[config.mk]
export PLATFORM = sky130hd
export DESIGN_NAME = hamming_encoder_11_7_stream_flat
export DESIGN_NICKNAME = d
export VERILOG_FILES = /design/src/rtl/hamming_11_7_pkg.sv /design/src/rtl/hamming_encoder_11_7_stream_if.sv /design/src/rtl/hamming_enc_11_7_core.sv /design/src/rtl/hamming_encoder_11_7_stream.sv /design/src/flat_wrapper.sv
export SDC_FILE = /design/constraint.sdc
export NUM_CORES = 1
export LEC_CHECK = 0
export BUFFER_PORTS_ARGS = -buffer_cell sky130_fd_sc_hd__buf_4
export CORE_ASPECT_RATIO = 0.6
export CORE_MARGIN = 1.5
export CORE_UTILIZATION = 45
export DETAILED_ROUTE_END_ITERATION = 6
export PLACE_DENSITY = 0.69
export SLEW_MARGIN = 20
export SYNTH_ARGS = -nofsm -noshare
export SYNTH_HDL_FRONTEND = slang
export SYNTH_SLANG_ARGS = --single-unit
[constraint.sdc]
create_clock -name clk -period 1.8 [get_ports clk]
set_input_delay 0.09 -clock clk [delete_from_list [all_inputs] [get_ports clk]]
set_output_delay 0.09 -clock clk [all_outputs]
set_load 0.05 [all_outputs]
[src/rtl/hamming_11_7_pkg.sv]
// Shared Hamming(11,7) definitions: codeword geometry and the reference encoder.
// Reused by the encoder, the downstream decoder and verification benches.
package hamming_11_7_pkg;

    localparam int unsigned CODE_W    = 11;
    localparam int unsigned DATA_W    = 7;
    localparam int unsigned INJ_POS_W = 4;

    // Parity bit indices (position-1 of positions 1, 2, 4, 8)
    localparam int unsigned P1_IDX = 0;
    localparam int unsigned P2_IDX = 1;
    localparam int unsigned P4_IDX = 3;
    localparam int unsigned P8_IDX = 7;

    // Codeword index of data bit d0..d6
    localparam int unsigned DATA_IDX [DATA_W] = '{2, 4, 5, 6, 8, 9, 10};

    // Place data bits, then compute even parity over each covered group
    function automatic logic [CODE_W-1:0] hamming_encode_11_7(input logic [DATA_W-1:0] data);
        logic [CODE_W-1:0] c;
        c = '0;
        c[4'(DATA_IDX[0])] = data[0];
        c[4'(DATA_IDX[1])] = data[1];
        c[4'(DATA_IDX[2])] = data[2];
        c[4'(DATA_IDX[3])] = data[3];
        c[4'(DATA_IDX[4])] = data[4];
        c[4'(DATA_IDX[5])] = data[5];
        c[4'(DATA_IDX[6])] = data[6];
        c[4'(P1_IDX)] = ^{c[2], c[4], c[6], c[8], c[10]};
        c[4'(P2_IDX)] = ^{c[2], c[5], c[6], c[9], c[10]};
        c[4'(P4_IDX)] = ^{c[4], c[5], c[6]};
        c[4'(P8_IDX)] = ^{c[8], c[9], c[10]};
        return c;
    endfunction

endpackage

[src/rtl/hamming_encoder_11_7_stream_if.sv]
// Stream bundle for the Hamming(11,7) encoder: input word + injection control,
// output codeword, valid/ready on both sides.
//   master: traffic source / sink (environment)
//   slave : the encoder block
interface hamming_encoder_11_7_stream_if;
    import hamming_11_7_pkg::*;

    logic [DATA_W-1:0]    in_data;
    logic                 in_valid;
    logic                 in_ready;
    logic                 inj_en;
    logic [INJ_POS_W-1:0] inj_pos;
    logic [CODE_W-1:0]    out_code;
    logic                 out_valid;
    logic                 out_ready;

    modport master (
        output in_data, in_valid, inj_en, inj_pos, out_ready,
        input  in_ready, out_code, out_valid
    );

    modport slave (
        input  in_data, in_valid, inj_en, inj_pos, out_ready,
        output in_ready, out_code, out_valid
    );

endinterface

[src/rtl/hamming_enc_11_7_core.sv]
// Combinational Hamming(11,7) encode with optional single-bit error injection.
// Ports: data (7b) in, inj_en/inj_pos in, code_c (11b) out.
module hamming_enc_11_7_core
    import hamming_11_7_pkg::*;
#(
    parameter int unsigned INJ_EN_PARAM = 1
) (
    input  logic [DATA_W-1:0]    data,
    input  logic                 inj_en,
    input  logic [INJ_POS_W-1:0] inj_pos,
    output logic [CODE_W-1:0]    code_c
);

    logic [CODE_W-1:0] flip_mask;

    // Positions outside 1..11 leave the word clean
    always_comb begin
        flip_mask = '0;
        if ((INJ_EN_PARAM != 0) && inj_en &&
            (inj_pos >= 4'd1) && (inj_pos <= 4'(CODE_W))) begin
            flip_mask = CODE_W'(1) << (inj_pos - 4'd1);
        end
        code_c = hamming_encode_11_7(data) ^ flip_mask;
    end

endmodule

[src/rtl/hamming_encoder_11_7_stream.sv]
// Streaming Hamming(11,7) encoder with 2-entry output FIFO and accepted-word counter.
// Ports: clk, areset_n (async active-low), bus (slave modport: in_* / inj_* / out_*),
//        word_count (words accepted since reset, wraps).
module hamming_encoder_11_7_stream
    import hamming_11_7_pkg::*;
#(
    parameter int unsigned CNT_W        = 16,
    parameter int unsigned INJ_EN_PARAM = 1
) (
    input  logic                          clk,
    input  logic                          areset_n,
    hamming_encoder_11_7_stream_if.slave  bus,
    output logic [CNT_W-1:0]              word_count
);

    localparam int unsigned DEPTH = 2;

    logic [CODE_W-1:0] code_c;
    logic              accept_c;
    logic              pop_c;

    logic [CODE_W-1:0] mem_q [DEPTH];
    logic [CODE_W-1:0] mem_d [DEPTH];
    logic              rd_ptr_q, rd_ptr_d;
    logic              wr_ptr_q, wr_ptr_d;
    logic [1:0]        count_q, count_d;
    logic              in_ready_q, in_ready_d;
    logic              out_valid_q, out_valid_d;
    logic [CODE_W-1:0] out_code_q, out_code_d;
    logic [CNT_W-1:0]  word_count_q, word_count_d;

    hamming_enc_11_7_core #(
        .INJ_EN_PARAM (INJ_EN_PARAM)
    ) u_core (
        .data    (bus.in_data),
        .inj_en  (bus.inj_en),
        .inj_pos (bus.inj_pos),
        .code_c  (code_c)
    );

    // Handshakes are qualified only by registered flags, so no out_ready -> in_ready path
    assign accept_c = bus.in_valid & in_ready_q;
    assign pop_c    = out_valid_q & bus.out_ready;

    // FIFO / counter next state; flags and head word precomputed for registered outputs
    always_comb begin
        mem_d        = mem_q;
        rd_ptr_d     = rd_ptr_q;
        wr_ptr_d     = wr_ptr_q;
        count_d      = count_q;
        word_count_d = word_count_q;

        if (accept_c) begin
            mem_d[wr_ptr_q] = code_c;
            wr_ptr_d        = ~wr_ptr_q;
            word_count_d    = word_count_q + CNT_W'(1);
        end
        if (pop_c) begin
            rd_ptr_d = ~rd_ptr_q;
        end

        unique case ({accept_c, pop_c})
            2'b10:   count_d = count_q + 2'd1;
            2'b01:   count_d = count_q - 2'd1;
            default: count_d = count_q;
        endcase

        in_ready_d  = (count_d != 2'(DEPTH));
        out_valid_d = (count_d != 2'd0);
        out_code_d  = out_valid_d ? mem_d[rd_ptr_d] : '0;
    end

    always_ff @(posedge clk or negedge areset_n) begin
        if (!areset_n) begin
            mem_q[0]     <= '0;
            mem_q[1]     <= '0;
            rd_ptr_q     <= 1'b0;
            wr_ptr_q     <= 1'b0;
            count_q      <= 2'd0;
            in_ready_q   <= 1'b0;
            out_valid_q  <= 1'b0;
            out_code_q   <= '0;
            word_count_q <= '0;
        end else begin
            mem_q        <= mem_d;
            rd_ptr_q     <= rd_ptr_d;
            wr_ptr_q     <= wr_ptr_d;
            count_q      <= count_d;
            in_ready_q   <= in_ready_d;
            out_valid_q  <= out_valid_d;
            out_code_q   <= out_code_d;
            word_count_q <= word_count_d;
        end
    end

    assign bus.in_ready  = in_ready_q;
    assign bus.out_valid = out_valid_q;
    assign bus.out_code  = out_code_q;
    assign word_count    = word_count_q;

endmodule

[src/flat_wrapper.sv]
// flat-port wrapper written by rule: the top's interface ports become plain ports
module hamming_encoder_11_7_stream_flat import hamming_11_7_pkg::*;
#(
    parameter int unsigned CNT_W        = 16,
    parameter int unsigned INJ_EN_PARAM = 1
)
  (clk, areset_n, word_count, bus_in_data, bus_in_valid, bus_inj_en, bus_inj_pos, bus_out_ready, bus_in_ready, bus_out_code, bus_out_valid);
  hamming_encoder_11_7_stream_if bus_i ();
  input  logic clk;
  input  logic areset_n;
  output logic [CNT_W-1:0] word_count;
  input wire logic [$bits(bus_i.in_data)-1:0] bus_in_data;
  input wire logic [$bits(bus_i.in_valid)-1:0] bus_in_valid;
  input wire logic [$bits(bus_i.inj_en)-1:0] bus_inj_en;
  input wire logic [$bits(bus_i.inj_pos)-1:0] bus_inj_pos;
  input wire logic [$bits(bus_i.out_ready)-1:0] bus_out_ready;
  output wire logic [$bits(bus_i.in_ready)-1:0] bus_in_ready;
  output wire logic [$bits(bus_i.out_code)-1:0] bus_out_code;
  output wire logic [$bits(bus_i.out_valid)-1:0] bus_out_valid;
  assign bus_i.in_data = bus_in_data;
  assign bus_i.in_valid = bus_in_valid;
  assign bus_i.inj_en = bus_inj_en;
  assign bus_i.inj_pos = bus_inj_pos;
  assign bus_i.out_ready = bus_out_ready;
  assign bus_in_ready = bus_i.in_ready;
  assign bus_out_code = bus_i.out_code;
  assign bus_out_valid = bus_i.out_valid;
  hamming_encoder_11_7_stream #(.CNT_W(CNT_W), .INJ_EN_PARAM(INJ_EN_PARAM)) u_core (.clk(clk), .areset_n(areset_n), .bus(bus_i), .word_count(word_count));
endmodule
==> impl_results.md <==
* Drt initial violations at 101
* Clock-pin slew on the worst setup and hold paths at 0.10 ns
* Die Span X at 98.8 µm
* Synth Instances at 213
* Area share of the largest cell type after synthesis at 0.556
* Nature of the critical path endpoint: flip-flop
* Hold WC Path Type: in -> reg
* # DRC at 4
* Router iterations before antenna repair at 6
* CTS tree: built
* Site Rows at 20
* Most frequent cells in the layout: buf_4, dfrtp_1, xnor2_1
* R2r setup slk at 0.1 ns
* HPWL after DPL at 3770 µm
* Crit-path leading delay family: simple AND/OR/NAND/NOR gates
* Largest net degree at the start of global routing at 56
* Post-Route WL at 5030 µm
* CTS root buf: clkbuf_8
* Setup-failing EPs final at 0
* Number of synthesized register bits at 55
* Final slew viol count at 0
* Mapped Avg Cell Area at 11.6 µm²
* Leading area contributor after synthesis: dfrtp_1
* CP max stage cell: dfrtp_2
* Synth area leaders: dfrtp_1, xnor2_1, a22o_1, mux2_2, xor2_1
* Via count at 1711
* Post-synth net total at 233
* Setup WS pre-CTS at -0.0767 ns
* Register area share after synthesis at 0.556
* TritonCTS sink count at 55
* H-tree Lvls at 2
* WS Path Type: reg -> reg
* Placer congestion estimate at 0.837
* Port Buffers at 44
* Core area at 5180 µm²
* GR Util All Layers at 0.187
* Slew HR at 0.559
* Filler cell count at 444
* Clk_lat worst skew at 0.30 ns
* Syn. warnings at 0
* Distinct cells, synth at 33
* LEAKAGE at 1.45 nW
* Die Area at 5970 µm²
* P&R area growth vs syn at 26.3%
* Antenna cells at 0
* Vias in the first global route at 1625
* IO Pins at 45
* Crit path max fanout at 7
* Min Tclk post-route at 1.70 ns
* Crit path DAT at 1.91 ns
* Final WS setup at 0.0977 ns
* Initial Utilization at 0.478
* Initial antenna violation count at 0
* Max Root-Sink Buffers at 2
* Worst path bufs/invs at 2
* Netlist Area Pre-Place at 2480 µm²
* Grt total ovfl at 0
* Setup_tns at 0 ns
* Worst EP required at 2.00 ns
* Share of cells above drive strength 1 at 0.315
* Critical Path, Cell by Cell: and2_4 > clkinv_8 > ha_4 > xnor2_1 > nor2_1 > a22oi_2 > nor2b_4 > buf_4 > a22o_1
* First-pass GRT wire length at 8400 µm
* Setup Skew at 0.00641 ns
* Worst-Margin Slew at 0.661 ns
* Total CTS buffers at 5
* WL/cell at 14.7 µm
* Fin crit share at 0.946
* Antenna Nets Post-Route at 0
* # Max-Cap Violations at 0
* Commonest non-fill, non-tap cell in the layout: buf_4
* Final Hold Viols at 0
* Peak VDD IR at 0.00105 V
* Cell area power density at 1680 nW/µm²
* Outcome: finished with violations
* DR vias/cell at 5.00
* Fmax at 587 MHz
* Die Span Y at 60.5 µm
* Critical Path Start Type: flip-flop
* Failing checks: DRC
* CP max stage delay at 0.37 ns
* Final nets at 295
-- metal layers --
metal | vias up | part of all wire | track usage
met5 | - | 0 | 0
met3 | 5 | 0.063 | 0.0472
li1 | 840 | - | -
met1 | 824 | 0.51 | 0.294
met2 | 42 | 0.42 | 0.256
met4 | 0 | 0.0066 | 0.0490
-- state kept, by name, indices dropped and copies added, names as in the netlist --
signal,cells
u_core.wr_ptr_q,1
u_core.word_count,16
u_core.bus.out_valid,1
u_core.bus.in_ready,1
u_core.rd_ptr_q,1
u_core.mem_q,22
u_core.bus.out_code,11
u_core.count_q,2
-- path summary, 6_finish.rpt --
path,start,to,cells past startpoint
max,u_core.bus.in_ready,u_core.bus.out_code[10],9
min,bus_in_data[4],u_core.mem_q[19],3
max reg2reg,u_core.bus.in_ready,u_core.bus.out_code[10],9
min reg2reg,u_core.word_count[15],u_core.word_count[15],1
max in group asynchronous,areset_n,u_core.bus.in_ready,2
min in group asynchronous,areset_n,u_core.mem_q[6],2
-- worst min-delay path: stages --
cell	delay, ns
buf_4	0.10
xnor2_1	0.13
a21oi_1	0.09
-- metrics by stage --
stage	util	area, µm²	power [mW]	std cells	hold slack [ns]
after floorplan	-	2530	3.81	213	-0.206
after global placement	0.582	3020	4.49	333	0.175
after detailed placement	0.582	3020	4.55	333	0.172
after CTS	0.601	3120	5.25	342	0.137
after global routing	0.604	3130	5.60	342	0.157
final	0.604	3130	5.26	342	0.146
-- report_power, final --
group / total, mW / internal [mW] / switching (mW)
logic: 2.60 / 1.04 / 1.56
registers: 1.98 / 1.74 / 0.240
clock network: 0.679 / 0.280 / 0.399
total: 5.26 / 3.06 / 2.20
-- cell usage after synthesis --
cell type / count
a21oi_1: 7
a22o_1: 11
a22oi_1: 1
and2_1: 2
and3_1: 2
and4_1: 3
buf_2: 2
buf_4: 1
clkbuf_1: 4
clkinv_1: 1
dfrtp_1: 55
ha_1: 4
inv_1: 3
mux2_2: 8
nand2_1: 22
nand2b_1: 4
nand3_1: 4
nand3b_1: 1
nand4_1: 4
nand4b_1: 1
nor2_1: 19
nor2_4: 1
nor2b_1: 1
nor3_2: 2
nor3b_1: 1
nor4_1: 1
o21ai_0: 7
o31a_1: 1
xnor2_1: 27
xnor2_2: 1
xnor3_1: 1
xor2_1: 10
xor3_1: 1
-- area by class of cell --
| type | count | area [µm²] | area share |
|---|---|---|---|
| timing repair buffer | 62 | 468 | 0.150 |
| clock buffer | 6 | 72.6 | 0.0232 |
| sequential | 55 | 1380 | 0.441 |
| clock inverter | 2 | 16.3 | 0.00520 |
| inverter | 4 | 27.5 | 0.00880 |
| tap | 66 | 82.6 | 0.0264 |
| multi-input combinational | 147 | 1080 | 0.346 |
-- cells by family after synthesis --
family,share of synthesized area
AOI/OAI and AO/OA,0.0738
and+or+nand+nor,0.138
muxes,0.0364
buffers and inverters,0.0192
DFF,0.556
xor gates and xnor gates,0.156
adders and majority gates,0.0202
-- repair_timing --
action | CTS | global route
pin swaps | 0 | 1
setup endpoints to repair | 11 | 11
buffers inserted | 0 | 0
hold buffers | 1 | 0
gates cloned | 0 | 0
hold endpoints to repair | 55 | 0
gates resized for setup | 1 | 3
(Power assumes the default switching activity.)
